`src/rtl/prng_pkg.sv`:
```
// Shared types and constants for the pseudo-random word generator.
package prng_pkg;

  typedef enum logic {
    FILL  = 1'b0,
    VALID = 1'b1
  } state_e;

  // Substituted for an all-zero seed so the LFSR can never lock up.
  localparam int unsigned SAFE_SEED = 1;

  localparam logic [7:0]  TAPS8       = 8'hB8;
  localparam logic [7:0]  RESET_SEED8 = 8'hE1;
  localparam logic [15:0] TAPS16       = 16'hB400;
  localparam logic [15:0] RESET_SEED16 = 16'hACE1;
  localparam logic [31:0] TAPS32       = 32'h8020_0003;
  localparam logic [31:0] RESET_SEED32 = 32'hDEAD_BEEF;

endpackage

```
`src/rtl/prng_word_gen_if.sv`:
```
// Word handshake between the generator (master) and the game logic (slave).
interface prng_word_gen_if #(
  parameter int WIDTH = 8
) ();
  logic [WIDTH-1:0] out_word;
  logic             out_valid;
  logic             out_ready;

  modport master (output out_word, output out_valid, input out_ready);
  modport slave  (input out_word, input out_valid, output out_ready);
endinterface

```
`src/rtl/prng_word_gen_lfsr_core.sv`:
```
// Fibonacci LFSR: shifts left, feedback enters at bit 0, MSB is the harvested bit.
module lfsr_core
  import prng_pkg::*;
#(
  parameter int                  LFSR_LEN   = 16,
  parameter logic [LFSR_LEN-1:0] TAPS       = TAPS16,
  parameter logic [LFSR_LEN-1:0] RESET_SEED = RESET_SEED16
) (
  input  logic                clk,
  input  logic                rst,
  input  logic                step,
  input  logic                load,
  input  logic [LFSR_LEN-1:0] seed,
  output logic                msb_out
);

  logic [LFSR_LEN-1:0] lfsr_q, lfsr_d;

  always_comb begin
    lfsr_d = lfsr_q;
    if (load)
      lfsr_d = (seed == '0) ? LFSR_LEN'(SAFE_SEED) : seed;
    else if (step)
      lfsr_d = {lfsr_q[LFSR_LEN-2:0], ^(lfsr_q & TAPS)};
  end

  always_ff @(posedge clk) begin
    if (!rst) lfsr_q <= RESET_SEED;
    else      lfsr_q <= lfsr_d;
  end

  assign msb_out = lfsr_q[LFSR_LEN-1];

endmodule

```
`src/rtl/prng_word_gen.sv`:
```
// Harvests LFSR bits into WIDTH-bit words and holds each until accepted.
// Optional rejection sampling against 'limit' when RANGE_LIMIT_EN is defined.
module prng_word_gen
  import prng_pkg::*;
#(
  parameter int                  WIDTH      = 8,
  parameter int                  LFSR_LEN   = 16,
  parameter logic [LFSR_LEN-1:0] TAPS       = TAPS16,
  parameter logic [LFSR_LEN-1:0] RESET_SEED = RESET_SEED16
) (
  input  logic                clk,
  input  logic                rst,
  input  logic                en,
  input  logic                load,
  input  logic [LFSR_LEN-1:0] seed,
  input  logic [WIDTH-1:0]    limit,
  prng_word_gen_if.master     bus
);

  localparam int CW = $clog2(WIDTH);

  state_e           state_q, state_d;
  logic [CW-1:0]    cnt_q, cnt_d;
  logic [WIDTH-1:0] sr_q, sr_d;
  logic [WIDTH-1:0] word_q, word_d;
  logic             valid_q, valid_d;
  logic             msb;
  logic             step;
  logic [WIDTH-1:0] cand;
  logic             keep;

  assign step = (state_q == FILL) && en;
  assign cand = {sr_q[WIDTH-2:0], msb};

  lfsr_core #(
    .LFSR_LEN  (LFSR_LEN),
    .TAPS      (TAPS),
    .RESET_SEED(RESET_SEED)
  ) u_lfsr (
    .clk    (clk),
    .rst    (rst),
    .step   (step),
    .load   (load),
    .seed   (seed),
    .msb_out(msb)
  );

`ifdef RANGE_LIMIT_EN
  assign keep = (limit == '0) || (cand < limit);
`else
  logic unused_limit;
  assign unused_limit = ^limit;
  assign keep         = 1'b1;
`endif

  always_comb begin
    state_d = state_q;
    cnt_d   = cnt_q;
    sr_d    = sr_q;
    word_d  = word_q;
    valid_d = valid_q;
    if (load) begin
      // A transfer in the same cycle still completes: valid drops either way.
      cnt_d   = '0;
      valid_d = 1'b0;
      state_d = FILL;
    end else begin
      case (state_q)
        FILL: if (en) begin
          sr_d = cand;
          if (cnt_q == CW'(WIDTH-1)) begin
            cnt_d = '0;
            if (keep) begin
              word_d  = cand;
              valid_d = 1'b1;
              state_d = VALID;
            end
          end else begin
            cnt_d = cnt_q + 1'b1;
          end
        end
        VALID: if (bus.out_ready) begin
          valid_d = 1'b0;
          state_d = FILL;
        end
        default: state_d = FILL;
      endcase
    end
  end

  always_ff @(posedge clk) begin
    if (!rst) begin
      state_q <= FILL;
      cnt_q   <= '0;
      sr_q    <= '0;
      word_q  <= '0;
      valid_q <= 1'b0;
    end else begin
      state_q <= state_d;
      cnt_q   <= cnt_d;
      sr_q    <= sr_d;
      word_q  <= word_d;
      valid_q <= valid_d;
    end
  end

  assign bus.out_word  = word_q;
  assign bus.out_valid = valid_q;

endmodule
```
`src/flat_wrapper.sv`:
```
// flat-port wrapper written by rule: the top's interface ports become plain ports
module prng_word_gen_flat import prng_pkg::*;
#(
  parameter int                  WIDTH      = 8,
  parameter int                  LFSR_LEN   = 16,
  parameter logic [LFSR_LEN-1:0] TAPS       = TAPS16,
  parameter logic [LFSR_LEN-1:0] RESET_SEED = RESET_SEED16
)
  (clk, rst, en, load, seed, limit, bus_out_word, bus_out_valid, bus_out_ready);
  prng_word_gen_if #(.WIDTH(WIDTH)) bus_i ();
  input  logic clk;
  input  logic rst;
  input  logic en;
  input  logic load;
  input  logic [LFSR_LEN-1:0] seed;
  input  logic [WIDTH-1:0] limit;
  output wire logic [$bits(bus_i.out_word)-1:0] bus_out_word;
  output wire logic [$bits(bus_i.out_valid)-1:0] bus_out_valid;
  input wire logic [$bits(bus_i.out_ready)-1:0] bus_out_ready;
  assign bus_out_word = bus_i.out_word;
  assign bus_out_valid = bus_i.out_valid;
  assign bus_i.out_ready = bus_out_ready;
  prng_word_gen #(.WIDTH(WIDTH), .LFSR_LEN(LFSR_LEN), .TAPS(TAPS), .RESET_SEED(RESET_SEED)) u_core (.clk(clk), .rst(rst), .en(en), .load(load), .seed(seed), .limit(limit), .bus(bus_i));
endmodule
```
`config.mk`:
```
export PLATFORM = sky130hd
export DESIGN_NAME = prng_word_gen_flat
export DESIGN_NICKNAME = d
export VERILOG_FILES = /design/src/rtl/prng_pkg.sv /design/src/rtl/prng_word_gen_if.sv /design/src/rtl/prng_word_gen_lfsr_core.sv /design/src/rtl/prng_word_gen.sv /design/src/flat_wrapper.sv
export SDC_FILE = /design/constraint.sdc
export NUM_CORES = 1
export LEC_CHECK = 0
export ABC_AREA = 1
export BUFFER_PORTS_ARGS = -buffer_cell sky130_fd_sc_hd__buf_2
export CAP_MARGIN = 20
export CORE_ASPECT_RATIO = 1.2
export CORE_MARGIN = 1
export CORE_UTILIZATION = 56
export CTS_CLUSTER_DIAMETER = 150
export DETAILED_ROUTE_END_ITERATION = 8
export PLACE_DENSITY_LB_ADDON = 0.25
export SYNTH_ARGS = -nofsm -noshare
export SYNTH_HDL_FRONTEND = slang
export SYNTH_SLANG_ARGS = --single-unit
```
`constraint.sdc`:
```
create_clock -name clk -period 3.8 [get_ports clk]
set_clock_uncertainty 0.2 [all_clocks]
set_input_delay 0.19 -clock clk [delete_from_list [all_inputs] [get_ports clk]]
set_output_delay 0.19 -clock clk [all_outputs]
set_load 0.03 [all_outputs]
```
==> metrics.yaml <==
drcViolationCount: 0
drt_iter0_markers: 38
antenna_left: 0
clkPwrFrac_pct: 35.1
dieArea_mm2: 0.003044
via_per_inst: 5.109
die_width_um: 50.53
grt_use_met3_pct: 7.888
grt_max_degree: 26
status: "completed"
start_util_pct: 60.82
synth_cells: 212
rsz0062_at_grt: "no"
holdCritPathClass: "in -> reg"
final_common_cell: "nand2_1"
drtPass1Iterations: 4
coreArea_mm2: 0.002603
diodes: 0
track_usage_pct: 25.20
clkLatencyLatePin_ns: 0.35
swShare_pct: 25.89
tightest_slew_ns: 0.4279
die_h_um: 60.24
synth_seq_cells: 36
comb_power_share_pct: 12.3
grt_pass1_vias: 1348
switchingPower_mw: 0.2018
path_max_fanout: 10
dp_hpwl_um: 2115
globalplace.congestion: 0.7238
yosysUniqueCellTypes: 24
leakage_nw: 0.9046
worst_ep_required_time_ns: 3.85
portBuffers: 29
yosys_warnings: 0
nFillCells: 216
top_level_ports: 38
syn_avg_cell_area_um2: 7.466
path_clk_slew_ns: 0.12
grt_busiest_layer: "met2"
hold_buffers: 18
drive_gt1_share_pct: 20.00
fin_crit_ns: 1.722
setup_viol: 0
tritoncts: "built"
seqPwrFrac_pct: 52.6
met1_usage_pct: 28.10
row_count: 20
path_buf_inv: 1
clockRootBuffer: "clkbuf_4"
cp_slowest_cell: "dfxtp_1"
nets: 290
fmax_mhz: 580.7
cts_resized: 0
internal_power_mw: 0.5777
synth_seq_area_share_pct: 45.53
gr-total-overflow: 0
ir_drop_uv: 360.4
crit_chain: "ha_1 -> ha_1 -> nand2_1 -> nor3_4 -> inv_2 -> nor2_1 -> nor2_1"
netlist_area_mm2: 0.001583
cts_buffer_depth: 2
hold_violations: 0
antenna_found_initial: 0
layout_common_cells: "nand2_1 (54), nor2_1 (46), dfxtp_1 (36)"
met2_usage_pct: 44.38
arrival_ns: 1.77
synth_top_area_share_pct: 45.53
tns_ns: 0
period_share_pct: 45.32
drt-total-wl_um: 3260
crit_path_end_kind: "register"
drt-wirelength-per-cell_um: 11.13
numCtsBuffers: 5
relSlewSlack_pct: 71.48
dr_total_vias: 1497
cp-start-kind: "register"
htree_levels: 2
ys_top_cells_by_area: "dfxtp_1 (46%), nand2_1 (13%), nor2_1 (11%)"
grt_pass1_wl_um: 5664
area_growth_pct: 24.43
synth.net_count: 243
post-cts-setup-buffers: 0
cts.sinks: 36
power_mw: 0.7795
maxSlewViolCount: 0
fin_util_pct: 75.67
hold-worst-slack_ns: 0.03118
yosysTopAreaCell: "dfxtp_1"
crit_type: "reg -> reg"
maxCapViolCount: 0
max_stage_delay_ns: 0.37
powerDensity_mw_per_mm2: 395.8
critical-path-top-delay-family: "simple AND/OR/NAND/NOR gates"
[power groups by stage]
stage	Clock, mW	Sequential, mW	Combinational [mW]
2_1_floorplan	0	0.415	0.0616
3_3_place_gp	0	0.418	0.0785
3_5_place_dp	0	0.418	0.0808
4_1_cts	0.276	0.410	0.0950
5_1_grt	0.295	0.413	0.108
6_report	0.274	0.410	0.0956
[Yosys cell counts]
cell,instances
o21ai_0,20
buf_6,4
nand4_1,3
nor3_1,7
nand2_2,2
o211a_1,1
dfxtp_1,36
clkbuf_1,2
o2111ai_2,3
o21ai_2,1
ha_1,2
nand2_1,54
o2111ai_1,1
nor2_4,1
a21oi_1,8
nand2_4,1
nand3_1,3
nor2_1,46
a211oi_1,1
clkbuf_4,1
a211oi_2,1
inv_1,8
inv_2,5
nor3_4,1
[metrics by stage]
stage / cell area [um2] / cells / setup WS (ns)
finish: 1969 / 293 / 2.078
global route: 1969 / 293 / 1.906
CTS: 1969 / 293 / 2.073
detailed placement: 1709 / 267 / 2.088
global placement: 1709 / 267 / 2.111
floorplan: 1583 / 212 / 2.257
[area by class of cell]
type | instances | area, um2 | area share (%)
multi-input combinational | 156 | 753.2 | 38.25
sequential | 36 | 720.7 | 36.59
timing repair buffer | 47 | 325.3 | 16.52
inverter | 13 | 48.80 | 2.478
clock inverter | 3 | 42.54 | 2.160
tap | 33 | 41.29 | 2.097
clock buffer | 5 | 37.54 | 1.906
[worst min-delay path, cell delays in order]
cell     delay, ns
buf_2         0.18
nand2_1       0.08
nand4_1       0.08
[state kept, by name, summed over array words and instances (netlist names)]
name,cells
u_core.u_lfsr.lfsr_q,16
u_core.sr_q,7
u_core.bus.out_word,8
u_core.cnt_q,3
u_core.state_q,1
u_core.bus.out_valid,1
[routing by layer]
metal / up-vias / share of wire [%]
met4: 0 / 1.1
met5: - / 0
li1: 783 / -
met3: 5 / 4.2
met2: 36 / 50
met1: 673 / 44
[cell families after synthesis]
group / count (synthesis) / share of synthesized area [%]
compound gates: 36 / 14.70
fa+ha+maj: 2 / 1.581
buf+inv: 20 / 6.878
flops: 36 / 45.53
simple gates: 118 / 31.30
[worst paths after layout]
path,slack [ns],start,to,depth (start not counted)
setup / recovery,2.08,u_core.cnt_q[0],u_core.bus.out_word[7],7
hold / removal,0.03,load,u_core.u_lfsr.lfsr_q[5],3
setup reg to reg,2.08,u_core.cnt_q[0],u_core.bus.out_word[7],7
hold reg to reg,0.27,u_core.bus.out_word[5],u_core.bus.out_word[5],2
(Power assumes the default switching activity.)
